--- src/rtl/usd_range_ctrl.sv ---
// Ultrasonic range controller: periodic trigger, echo capture,
// 4-sample moving average, cm conversion and obstacle hysteresis.
module usd_range_ctrl #(
  parameter int TRIG_HIGH_CYCLES = 1000000,
  parameter int SETTLE_CYCLES    = 4,
  parameter int PERIOD_CYCLES    = 3000000,
  parameter int TIMEOUT_US       = 10000,
  parameter int NEAR_CM          = 30,
  parameter int FAR_CM           = 40
) (
  input  logic        clk_50mhz,
  input  logic        reset_n,
  input  logic        enable,
  input  logic [15:0] sensor_response,
  output logic        measure_trigger,
  output logic [15:0] raw_us,
  output logic [15:0] distance_cm,
  output logic        sample_valid,
  output logic        no_echo,
  output logic        obstacle
);

  localparam int TMAX =
    (TRIG_HIGH_CYCLES > SETTLE_CYCLES) ?
    TRIG_HIGH_CYCLES : SETTLE_CYCLES;
  localparam int TCW = $clog2(TMAX + 1);
  localparam int PCW = $clog2(PERIOD_CYCLES + 1);

  localparam logic [TCW-1:0] T_LAST =
    TCW'(TRIG_HIGH_CYCLES - 1);
  localparam logic [TCW-1:0] S_LAST =
    TCW'(SETTLE_CYCLES - 1);
  localparam logic [PCW-1:0] P_LAST =
    PCW'(PERIOD_CYCLES - 1);
  localparam logic [15:0] TO_US = 16'(TIMEOUT_US);
  localparam logic [15:0] NEAR  = 16'(NEAR_CM);
  localparam logic [15:0] FAR   = 16'(FAR_CM);

  typedef enum logic [2:0] {
    IDLE,
    TRIG,
    SETTLE,
    CAPTURE,
    CONVERT,
    WAIT
  } state_t;

  state_t         state;
  state_t         state_nx;
  logic [PCW-1:0] pcnt;
  logic [PCW-1:0] pcnt_nx;
  logic [TCW-1:0] tcnt;
  logic [TCW-1:0] tcnt_nx;

  logic [15:0] hist [4];
  logic [17:0] sum;
  logic        empty;

  logic        is_cap;
  logic        is_cnv;
  logic        resp_to;
  logic        raw_to;
  logic [15:0] avg;
  logic [26:0] prod;
  logic [15:0] dist_nx;
  logic        obst_nx;

  always_ff @(posedge clk_50mhz or negedge reset_n) begin
    if (!reset_n) begin
      state <= IDLE;
      pcnt  <= '0;
      tcnt  <= '0;
    end else begin
      state <= state_nx;
      pcnt  <= pcnt_nx;
      tcnt  <= tcnt_nx;
    end
  end

  always_comb begin
    state_nx = state;
    pcnt_nx  = pcnt + 1'b1;
    tcnt_nx  = tcnt + 1'b1;
    unique case (state)
      IDLE: begin
        pcnt_nx = '0;
        tcnt_nx = '0;
        if (enable) state_nx = TRIG;
      end
      TRIG: begin
        if (tcnt == T_LAST) begin
          state_nx = SETTLE;
          tcnt_nx  = '0;
        end
      end
      SETTLE: begin
        if (tcnt == S_LAST) begin
          state_nx = CAPTURE;
          tcnt_nx  = '0;
        end
      end
      CAPTURE: state_nx = CONVERT;
      CONVERT: state_nx = WAIT;
      WAIT: begin
        if (pcnt == P_LAST) begin
          state_nx = enable ? TRIG : IDLE;
          pcnt_nx  = '0;
          tcnt_nx  = '0;
        end
      end
      default: state_nx = IDLE;
    endcase
    // Dropping enable aborts any measurement in flight.
    if (state != IDLE && !enable) begin
      state_nx = IDLE;
      pcnt_nx  = '0;
      tcnt_nx  = '0;
    end
  end

  // Decoded from the state flop, so reset clears it asynchronously.
  assign measure_trigger = (state == TRIG);

  assign is_cap  = (state == CAPTURE) && enable;
  assign is_cnv  = (state == CONVERT) && enable;
  assign resp_to = (sensor_response >= TO_US);
  assign raw_to  = (raw_us >= TO_US);

  // cm = us / 58 approximated as us * 1130 / 65536.
  assign avg     = 16'(sum >> 2);
  assign prod    = 27'(avg) * 27'd1130;
  assign dist_nx = 16'(prod >> 16);

  always_comb begin
    obst_nx = obstacle;
    if (dist_nx < NEAR)
      obst_nx = 1'b1;
    else if (dist_nx >= FAR)
      obst_nx = 1'b0;
  end

  always_ff @(posedge clk_50mhz or negedge reset_n) begin
    if (!reset_n) begin
      raw_us       <= '0;
      distance_cm  <= '0;
      sample_valid <= 1'b0;
      no_echo      <= 1'b0;
      obstacle     <= 1'b0;
      sum          <= '0;
      empty        <= 1'b1;
      for (int i = 0; i < 4; i++)
        hist[i] <= '0;
    end else begin
      sample_valid <= is_cnv;
      if (is_cap) begin
        raw_us <= sensor_response;
        if (resp_to) begin
          empty <= 1'b1;
        end else if (empty) begin
          empty <= 1'b0;
          sum   <= {sensor_response, 2'b00};
          for (int i = 0; i < 4; i++)
            hist[i] <= sensor_response;
        end else begin
          sum <= sum
               - {2'b00, hist[3]}
               + {2'b00, sensor_response};
          hist[0] <= sensor_response;
          hist[1] <= hist[0];
          hist[2] <= hist[1];
          hist[3] <= hist[2];
        end
      end
      if (is_cnv) begin
        if (raw_to) begin
          no_echo  <= 1'b1;
          obstacle <= 1'b0;
        end else begin
          no_echo     <= 1'b0;
          distance_cm <= dist_nx;
          obstacle    <= obst_nx;
        end
      end
    end
  end

endmodule
--- config.mk ---
export PLATFORM = sky130hd
export DESIGN_NAME = usd_range_ctrl
export DESIGN_NICKNAME = d
export VERILOG_FILES = /design/src/rtl/usd_range_ctrl.sv
export SDC_FILE = /design/constraint.sdc
export NUM_CORES = 1
export LEC_CHECK = 0
export ABC_AREA = 1
export CAP_MARGIN = 20
export CELL_PAD_IN_SITES_DETAIL_PLACEMENT = 0
export CELL_PAD_IN_SITES_GLOBAL_PLACEMENT = 1
export CORE_UTILIZATION = 46
export CTS_BUF_LIST = sky130_fd_sc_hd__clkbuf_8 sky130_fd_sc_hd__clkbuf_16
export CTS_CLUSTER_SIZE = 20
export DETAILED_ROUTE_END_ITERATION = 10
export MAX_ROUTING_LAYER = met4
export PLACE_DENSITY_LB_ADDON = 0.1
export SLEW_MARGIN = 0
export SYNTH_ARGS = -nofsm -noshare
export SYNTH_HDL_FRONTEND = slang
export SYNTH_SLANG_ARGS = --single-unit
--- constraint.sdc ---
create_clock -name clk_50mhz -period 4.74 [get_ports clk_50mhz]
set_input_delay 0.711 -clock clk_50mhz [delete_from_list [all_inputs] [get_ports clk_50mhz]]
set_output_delay 0.711 -clock clk_50mhz [all_outputs]
set_load 0.005 [all_outputs]
# Word-level counts from Yosys, hierarchy flattened
# Index checks and enable logic that the tools add are counted.
dict set report word_totals {
  ff_bits 158
  input_bits 19
  out_inout_bits 36
  word_cells 70
}
dict set report op_classes {
  addsub 4
  n_mul 1
  n_lt_le_gt_ge 4
  n_eq_ne 12
  n_mux 22
  bitwise 2
  reduce_logical 11
}
# operator n
set op_table {}
lappend op_table {{20-bit two-way mux} 4}
lappend op_table {{20-bit case mux with 4 select lines} 1}
lappend op_table {{48-bit two-way mux} 1}
lappend op_table {{22-bit two-way mux} 2}
lappend op_table {{22-bit case mux with 2 select lines} 1}
lappend op_table {{16-bit by 14-bit >= comparator with 1-bit output, second input constant} 2}
lappend op_table {{16-bit by 10-bit multiplier with 26-bit output, second input constant} 1}
lappend op_table {{22-bit by 1-bit adder with 22-bit output, second input constant} 1}
lappend op_table {{22-bit == test, second input constant} 1}
lappend op_table {{20-bit by 1-bit adder with 20-bit output, second input constant} 1}
lappend op_table {{20-bit by 2-bit == test with 1-bit output, second input constant} 1}
lappend op_table {{20-bit == test, second input constant} 1}
lappend op_table {{18-bit by 16-bit adder with 18-bit output} 1}
lappend op_table {{18-bit two-way mux} 1}
lappend op_table {{3-bit case mux with 6 select lines} 1}
lappend op_table {{18-bit by 16-bit subtractor with 18-bit output} 1}
lappend op_table {{3-bit two-way mux} 5}
lappend op_table {{11-bit by 6-bit >= comparator with 1-bit output, second input constant} 1}
lappend op_table {{11-bit by 5-bit < comparator with 1-bit output, second input constant} 1}
lappend op_table {{3-bit inequality test, second input constant} 3}
lappend op_table {{3-bit by 2-bit == test with 1-bit output, second input constant} 2}
lappend op_table {{3-bit == test, second input constant} 2}
lappend op_table {{1-bit two-way mux} 6}
lappend op_table {{2-bit AND reduction} 3}
lappend op_table {{other kinds (8)} 12}

# Depth between registers and ports, before layout
# Gate-level depths: netlist (run 1).
dict set report logic_depth {
  depth_word 5
  depth_mapped 24
  depth_no_buf 24
}

# Worst setup path before layout (run 1)
# OpenSTA, ideal clock, no wires.
dict set report synth_path {
  path_type {register to register}
  from {register sum[8]}
  to {register obstacle}
  setup_ns 0.123
  arrival_time_ns 3.901
  path_slack_ns 0.716
  path_stages_with_launch 22
  path_buffers 0
  synth_period_minus_slack_ns 4.024
  cell_sequence {dfrtp_1 -> ha_1 -> ha_1 -> inv_1 -> fa_1 -> inv_1 -> fa_1 -> inv_1 -> fa_1 -> inv_1 -> ha_1 -> nand2_1 -> nor2_1 -> nand2_1 -> nor2_1 -> nand2_1 -> nand3_1 -> nand2_1 -> nand2_1 -> nor2_1 -> a21oi_1 -> a21oi_1}
}
dict set report synth_via {
  elab_chain_cells 4
  word_cells_on_any_way 7
}
# element line
set synth_rtl {}
lappend synth_rtl {{start: declaration} 56} ;# logic [17:0] sum;
lappend synth_rtl {{start signal: assignment} 161} ;# sum <= {sensor_response, 2'b00};
lappend synth_rtl {{start signal: assignment} 165} ;# sum <= sum
lappend synth_rtl {{16-bit by 10-bit multiplier with 26-bit output *} 131} ;# assign prod = 27'(avg) * 27'd1130;
lappend synth_rtl {{11-bit by 5-bit < comparator with 1-bit output or 11-bit by 6-bit >= comparator with 1-bit output (tied branches)} {136, 138}}
lappend synth_rtl {{3-bit nonzero test (no source line) or 1-bit two-way mux (tied branches)} n/a}
lappend synth_rtl {{2-bit AND reduction (no source line) or 1-bit two-way mux (tied branches)} n/a}
lappend synth_rtl {{end signal: assignment} 181} ;# obstacle <= obst_nx;
lappend synth_rtl {{end: declaration} 20} ;# output logic obstacle
# Every way passes the cells marked *; elsewhere a longest branch is shown, timed or not.
# A chain may end at the register's enable or synchronous reset.

# Final worst setup path (run 1)
# Same ends and word-level chain as after synthesis.

==> results of run 1 <==
## per-layer routing
metal	vias to the layer above	wire length, um
li1	4772	-
met1	4416	13700
met2	190	13200
met3	38	918
met4	0	582
met5	-	0
## cells in the mapped netlist, types with 4 or more instances
cell type  instances
nand2_1          335
inv_1            253
dfrtp_1          157
nor2_1           142
a21oi_1          110
ha_1             104
o21ai_0           59
nand3_1           51
fa_1              49
nor3_1            26
nand4_1           21
nor2_2            14
clkbuf_1          13
nor4_1            11
xor2_1            11
a22oi_1            9
buf_2              9
buf_4              8
a211oi_1           7
xnor2_1            7
inv_2              6
o21ai_1            6
and3_1             4
nand3_2            4
nand3b_1           4
o21bai_1           4
## state kept, by name, summed over array words and instances, names as in the netlist
| name | count |
|---|---|
| obstacle | 1 |
| empty | 1 |
| raw_us | 16 |
| sum | 18 |
| hist | 64 |
| state | 3 |
| tcnt | 20 |
| sample_valid | 1 |
| no_echo | 1 |
| distance_cm | 11 |
| pcnt | 22 |
## worst max path at each step
| stage | startpoint | end | slack (ns) |
|---|---|---|---|
| 6_report | sum[8] | obstacle | 0.34 |
| 5_1_grt | sum[9] | obstacle | 0.01 |
| 4_1_cts | sum[8] | obstacle | 0.34 |
| 3_5_place_dp | sum[12] | obstacle | 0.37 |
| 3_3_place_gp | sum[10] | obstacle | 0.40 |
| 2_1_floorplan | sum[8] | obstacle | 0.72 |
## cells in the final DEF (no fill, tap or decap), types with 11 or more instances in the layout
cell             netlist  final
a21oi_1              110    110
clkbuf_16              0     17
clkdlybuf4s50_1        0     48
dfrtp_1              157    156
fa_1                  49     49
ha_1                 104    104
inv_1                253    253
nand2_1              335    335
nand3_1               51     51
nand4_1               21     21
nor2_1               142    141
nor2_2                14     15
nor3_1                26     26
nor4_1                11     11
o21ai_0               59     59
xor2_1                11     11
## kinds of logic after synthesis
kind of cell	after synthesis	share of synthesized area, %
simple gates	636	24.5
xor+xnor	18	1.37
compound gates	211	9.95
flops	158	34.4
fa+ha+maj	153	19.9
other cells	1	0.0326
buf+inv	292	9.92
## metrics by stage
stage / hold WS, ns / util, % / std cells
after global routing: 0.372 / 53.0 / 1855
after global placement: 0.448 / 50.5 / 1824
after detailed placement: 0.459 / 50.5 / 1824
after CTS: 0.343 / 53.0 / 1855
final: 0.316 / 53.0 / 1855
after floorplan: 0.415 / - / 1473
## cell type report
| cell class | count | share of cell area [%] |
|---|---|---|
| well taps | 324 | 3.13 |
| multi-input cells | 1023 | 49.6 |
| repair buffers | 57 | 4.26 |
| flip-flops and latches | 158 | 30.6 |
| inverters | 262 | 7.62 |
| clock buffers | 17 | 3.29 |
| clock inverters | 14 | 1.54 |
==> qor.csv, run 1 <==
metric,value,unit
clk_latency,0.43,ns
critPathBufInv,4,
synth_flop_cell,dfrtp_1,
reg2regPathDepth,21,
synth_seq_cells,158,
place.gp.congestion,0.908,
path_max_fanout,6,
cp_data_required_time,5.04,ns
fin_area,12900,um2
skew,0.0161,ns
worst-setup-path-type,flip-flop to flip-flop,
yosys.area.top_type_share,34.2,%
synth-edff-count,0,
hold_path.class,input pin to asynchronous set/reset pin,
grt_antenna_before_repair,0,
drc_errors,0,
synth_cell_types,52,
cp.depth,21,
drt_iter0_markers,545,
die_x,160,um
dieArea,25600,um2
worst_slack,0.341,ns
routed_via_density,5.08,
std_cell_rows,57,
drtAntennaViolNets,0,
cts-htree-levels,4,
relSlewSlack,32.6,%
n_fill_cell,2433,
max_stage_delay,0.53,ns
io_pins,55,
core_area,24400,um2
status,"finished, final reports clean",
critical_path.top_delay_family,adder cells,
synthCells,1469,
met1_usage,32.4,%
syn_avg_cell_area,7.82,um2
met2_usage,38.7,%
tightest_slew,1.01,ns
globalRouteOverflowTotal,0,
drive_above_1_share,5.68,%
die_y,160,um
cts_buffers,17,
clkSlewWorstSetupHoldPaths,0.07,ns
drt-pass1-iter-count,4,
slowest_stage,fa_1,
routedWlPerCell,15.3,um
start_util,47.1,%
cp.arrival,4.70,ns
cts_buffer_depth,2,
io_buffers,49,
min_period,4.40,ns
post-route-period-util,92.8,%
synth_area,11500,um2
drv_cap,0,
setup_viol,0,
hold_viol,0,
grt_max_degree,74,
yosys_warnings,0,
cts_tree,done,
setup.worst_path.end_class,flip-flop,
maxSlewViolCount,0,
register_area,3960,um2
num_vias,9416,
numClockSinks,158,
async_reset_ff_share,100,%
cts_hold_buf,0,
critPathMostFrequentCell,nand2_1,
synth_area_leaders,"dfrtp_1 34%, ha_1 11%, nand2_1 11%, fa_1 8.5%, inv_1 8.3%",
setup_tns,0,ns
grt_use_total,24.3,%
synth_top_area_cell,dfrtp_1,
area_delta_synth_final,12.6,%
routed_wl,28400,um
synth-seq-area-share,34.4,%
r2r_slack,0.34,ns
regToRegStartpoint,sum[8],
cts_root_buf,clkbuf_16,
diodes,0,
dp_hpwl,22100,um
place_area,12300,um2
rsz0062_at_grt,false,
crit_chain,"ha_1, ha_1, inv_1, fa_1, inv_1, fa_1, inv_1, fa_1, inv_1, ha_1, nand2_1, nor2_1, nand2_1, nor2_1, nand2_1, nand3_1, nand2_1, nand2_1, nor2_1, a21oi_1, a21oi_1",
top_usage_layer,met2,
start_kind,flip-flop,
fmax,227,MHz
post_cts_buffers,0,
multi_input_area,6410,um2
pre_cts_ws,0.367,ns
cts.repair.resized,0,
finalNetCount,1691,
grt_pass1_wl,47700,um
r2r-end,obstacle,
grt_pass1_vias,9383,
grt_use_met3,3.14,%
Power of run 1 is left out: the tool's default activity adds up to more than one toggle a clock period on the data nets, which glitch-free logic cannot reach.
==> run 2, diff against run 1 <==
CAP_MARGIN = unset   (was 20)
CORE_UTILIZATION = 49   (was 46)
DONT_BUFFER_PORTS = 1   (was unset)
GPL_ROUTABILITY_DRIVEN = 1   (was unset)
==> run 2 against run 1 <==
Design area decreased by 4.1%. Critical path type unchanged. Highest routed layer unchanged. Critical path depth shrank 1. Sequential cell count did not move. Core utilization is 1.3 points higher. Hold slack worse by 0.19 ns. Cell count down 3.3%. Wire length decreased by 3.4%.
==> qor.csv, run 2 (synthesis gave the netlist of run 1 again) <==
metric,value,unit,change
status,"finished, final reports clean",,
hold_path.class,input pin to asynchronous set/reset pin,,
routed_via_density,5.08,,+0.16%
grt_use_total,25.3,%,+0.99 points
cts-htree-levels,4,,unchanged
area_delta_synth_final,8.02,%,
setup_tns,0,ns,unchanged
drt-pass1-iter-count,6,,+2
drv_cap,0,,unchanged
globalRouteOverflowTotal,0,,unchanged
std_cell_rows,55,,-3.5%
dp_hpwl,20800,um,-6.1%
layout_commonest_cell,nand2_1,,
top_register,hist,,
path_max_fanout,6,,unchanged
critPathMostFrequentCell,nand2_1,,
io_pins,55,,unchanged
drtAntennaViolNets,0,,unchanged
finalNetCount,1640,,-3.0%
grt_pass1_wl,46600,um,-2.2%
cts_root_buf,clkbuf_16,,
num_vias,9121,,-3.1%
setup_viol,0,,unchanged
drt_iter0_markers,483,,-11%
cts_buffers,17,,unchanged
max_stage_delay,0.54,ns,about the same
worst-setup-path-type,flip-flop to flip-flop,,
grt_pass1_vias,9260,,-1.3%
core_area,22800,um2,-6.3%
largest_register_ffs,64,,unchanged
routedWlPerCell,15.3,um,-0.12%
grt_antenna_before_repair,0,,unchanged
die_x,155,um,-3.1%
relSlewSlack,29.6,%,-2.9 points
fmax,227,MHz,about the same
routed_wl,27400,um,-3.4%
top_regs,"hist x64, pcnt x22, tcnt x20",,
skew,0.0123,ns,-0.00385 ns
cp_data_required_time,5.09,ns,+0.05 ns
grt_max_degree,158,,+110%
dieArea,24100,um2,-6.0%
start_util,50.3,%,+3.2 points
io_buffers,0,,-100%
most-common-layout-cells,"335 x nand2_1, 254 x inv_1, 155 x dfrtp_1",,
cts_buffer_depth,2,,unchanged
setup.worst_path.end_class,flip-flop,,
fin_cells,1794,,-3.3%
clkSlewWorstSetupHoldPaths,0.06,ns,about the same
post_cts_buffers,0,,unchanged
crit_chain,"ha_1, ha_1, fa_1, fa_1, inv_1, fa_1, inv_1, ha_1, nand2_1, nor2_1, nand2_1, nor2_1, nand2_1, nand3_1, nand2_1, nand2_1, nor2_1, nor2_1, a21oi_1, a21oi_1",,
slowest_stage,fa_1,,
tightest_slew,1.05,ns,+0.0442 ns
clk_latency,0.43,ns,about the same
cp.arrival,4.75,ns,+0.05 ns
die_y,155,um,-3.1%
numClockSinks,158,,unchanged
drc_errors,0,,unchanged
place.gp.congestion,0.903,,-0.56%
rsz0062_at_grt,false,,
hold_viol,0,,unchanged
min_period,4.40,ns,+0.00298 ns
place_inst,1761,,-3.5%
post-route-period-util,92.9,%,about the same
drive_above_1_share,5.67,%,-0.011 points
start_kind,flip-flop,,
maxSlewViolCount,0,,unchanged
cts_tree,done,,
diodes,0,,unchanged
[run 2: stage by stage]
| step | utilization, % | hold slack (ns) | cell area [um2] | worst slack [ns] |
|---|---|---|---|---|
| 6_report | 54.3 | 0.129 | 12400 | 0.338 |
| 5_1_grt | 54.3 | 0.112 | 12400 | 0.0225 |
| 4_1_cts | 54.3 | 0.118 | 12400 | 0.291 |
| 3_5_place_dp | 51.6 | 0.425 | 11800 | 0.314 |
| 3_3_place_gp | 51.6 | 0.425 | 11800 | 0.363 |
| 2_1_floorplan | - | 0.415 | 11500 | 0.716 |
[run 2: layout make-up]
cell class                 instances  area, um2
fill                            2268      10400
inverter                         262        986
multi-input combinational       1023       6410
timing repair buffer               6       65.1
sequential                       158       3960
clock inverter                    15        176
clock buffer                      17        425
tap                              313        392
[run 2: routing by layer]
layer  track usage [%]  vias to the layer above  part of all wire, %
met1              33.1                     4272                   47
met5                 -                        -                    0
met2              42.3                      150                   48
met3              3.01                       26                  3.0
li1                  -                     4673                    -
met4              5.28                        0                  1.1
[run 2: critical path: cells and delay by family, from the launching register on]
family	cells	cell delay, ns
buffers and inverters	2	0.09
DFF	1	0.50
and+or+nand+nor	10	1.08
adders and majority gates	6	2.52
AOI/OAI and AO/OA	2	0.16
[run 2: path summary, 6_finish.rpt]
check	slack (ns)	cells past startpoint	to	from
setup / recovery	0.34	20	obstacle	sum[9]
hold / removal	0.13	0	empty	reset_n
setup reg to reg	0.34	20	obstacle	sum[9]
hold reg to reg	0.47	1	pcnt[0]	pcnt[0]
max in group asynchronous	3.82	1	hist[18]	reset_n
min in group clk_50mhz	0.40	2	hist[48]	sensor_response[0]
[run 2: what timing repair did]
item	4_1_cts	5_1_grt
hold buffers	1	0
gates resized for setup	0	2
hold endpoints to repair	157	0
endpoints found under the setup margin	0	1
Power of run 2 is left out for the same reason.
==> run 3, diff against run 2 <==
CORE_UTILIZATION = 45   (was 49)
==> run 3 against run 2 <==
Clock skew rose by 0.0036 ns. Wire length up 2.5%. Register-to-register slack better by 0.02 ns. Critical path depth is the same.
==> qor.csv, run 3 (synthesis gave the netlist of run 1 again) <==
metric,value,unit,change
status,"finished, final reports clean",,
maxSlewViolCount,0,,unchanged
top_register,hist,,
drtAntennaViolNets,0,,unchanged
path_max_fanout,6,,unchanged
die_y,162,um,+4.3%
max_stage_delay,0.52,ns,-0.02 ns
register_area,3960,um2,about the same
cp_data_required_time,5.09,ns,about the same
std_cell_rows,58,,+5.5%
setup.worst_path.end_class,flip-flop,,
hold_path.class,input pin to asynchronous set/reset pin,,
post-route-period-util,92.4,%,-0.52 points
setup_viol,0,,unchanged
relSlewSlack,27.3,%,-2.3 points
multi_input_area,6410,um2,about the same
drt_iter0_markers,510,,+5.6%
clk_latency,0.44,ns,about the same
fmax,228,MHz,+0.56%
numClockSinks,158,,unchanged
routedWlPerCell,15.5,um,+1.5%
finalNetCount,1640,,unchanged
dp_hpwl,21300,um,+2.4%
cts_tree,done,,
skew,0.0159,ns,+0.00361 ns
io_buffers,0,,unchanged
grt_antenna_before_repair,0,,unchanged
cp.arrival,4.73,ns,-0.02 ns
grt_use_total,23.7,%,-1.5 points
io_pins,55,,unchanged
grt_max_degree,158,,unchanged
most-common-layout-cells,"335 x nand2_1, 253 x inv_1, 154 x dfrtp_1",,
worst-setup-path-type,flip-flop to flip-flop,,
tightest_slew,1.09,ns,+0.0368 ns
min_period,4.38,ns,-0.0245 ns
hold_viol,0,,unchanged
fin_cells,1811,,+0.95%
place.gp.congestion,0.931,,+3.0%
diodes,0,,unchanged
crit_chain,"ha_1, ha_1, inv_1, fa_1, inv_1, fa_1, inv_1, fa_1, inv_1, ha_1, nand2_1, nor2_1, nand2_1, nor2_1, nand2_1, nand4_1, nand2_1, nor2_1, nand4_1, a21oi_1",,
drt-pass1-iter-count,5,,-1
setup_tns,0,ns,unchanged
dieArea,26200,um2,+8.8%
cts_root_buf,clkbuf_16,,
largest_register_ffs,64,,unchanged
slowest_stage,fa_1,,
cts-htree-levels,4,,unchanged
start_kind,flip-flop,,
drive_above_1_share,5.87,%,+0.20 points
core_area,25100,um2,+9.9%
globalRouteOverflowTotal,0,,unchanged
fin_util,49.6,%,-4.7 points
die_x,162,um,+4.3%
layout_commonest_cell,nand2_1,,
grt_pass1_vias,9281,,+0.23%
place_inst,1778,,+0.97%
clkSlewWorstSetupHoldPaths,0.07,ns,about the same
routed_via_density,5.06,,-0.38%
grt_pass1_wl,47700,um,+2.3%
cts_buffer_depth,2,,unchanged
rsz0062_at_grt,false,,
n_fill_cell,2541,,+12%
drv_cap,0,,unchanged
num_vias,9172,,+0.56%
start_util,45.8,%,-4.5 points
top_regs,"hist x64, pcnt x22, tcnt x20",,
routed_wl,28100,um,+2.5%
area_delta_synth_final,8.42,%,
cts_buffers,17,,unchanged
drc_errors,0,,unchanged
run 3: cell types whose count changed in the layout (fill, tap and decap cells not counted), sizes merged:
cell | before | now
inv | 268 | 266
bufinv | 2 | 1
clkinv | 6 | 7
clkinvlp | 1 | 3
run 3: what timing repair did:
item / 4_1_cts / 5_1_grt
resized for setup: 0 / 4
setup buffers: 0 / 0
setup endpoints to repair: 0 / 1
hold buffers: 1 / 0
endpoints found under the hold margin: 157 / 0
run 3: final cells by class:
cell class	instances	share of cell area, %
Tap cell	330	3.31
Sequential cell	158	31.8
Inverter	262	7.91
Multi-Input combinational cell	1023	51.5
Clock buffer	17	3.41
Timing Repair Buffer	6	0.522
Clock inverter	15	1.58
run 3: worst paths after layout:
kind                       slack, ns  depth (start not counted)        to          startpoint
min in group clk_50mhz          0.39                          2  hist[48]  sensor_response[0]
hold reg to reg                 0.47                          1   pcnt[0]             pcnt[0]
max in group asynchronous       3.81                          1  hist[54]             reset_n
setup reg to reg                0.36                         20  obstacle              sum[8]
setup / recovery                0.36                         20  obstacle              sum[8]
hold / removal                  0.12                          0     empty             reset_n
run 3: metrics by stage:
| step | area (um2) | hold slack (ns) | setup WS, ns |
|---|---|---|---|
| after floorplan | 11500 | 0.415 | 0.716 |
| after global placement | 11800 | 0.425 | 0.331 |
| after detailed placement | 11800 | 0.426 | 0.301 |
| after CTS | 12500 | 0.104 | 0.269 |
| after global routing | 12500 | 0.104 | 0.0371 |
| final | 12500 | 0.122 | 0.362 |
run 3: worst max-delay path: cells and delay by family (launching register included):
| kind | cells | cell delay [ns] |
|---|---|---|
| compound gates | 1 | 0.13 |
| fa+ha+maj | 6 | 2.41 |
| flops | 1 | 0.49 |
| buf+inv | 4 | 0.19 |
| simple gates | 9 | 1.08 |
run 3: routing by layer:
metal | part of all wire, % | vias up | track usage (%)
li1 | - | 4682 | -
met1 | 49 | 4340 | 31.6
met2 | 47 | 129 | 38.5
met3 | 2.8 | 21 | 2.99
met4 | 1.4 | 0 | 5.66
met5 | 0 | - | -
Power of run 3 is left out for the same reason.
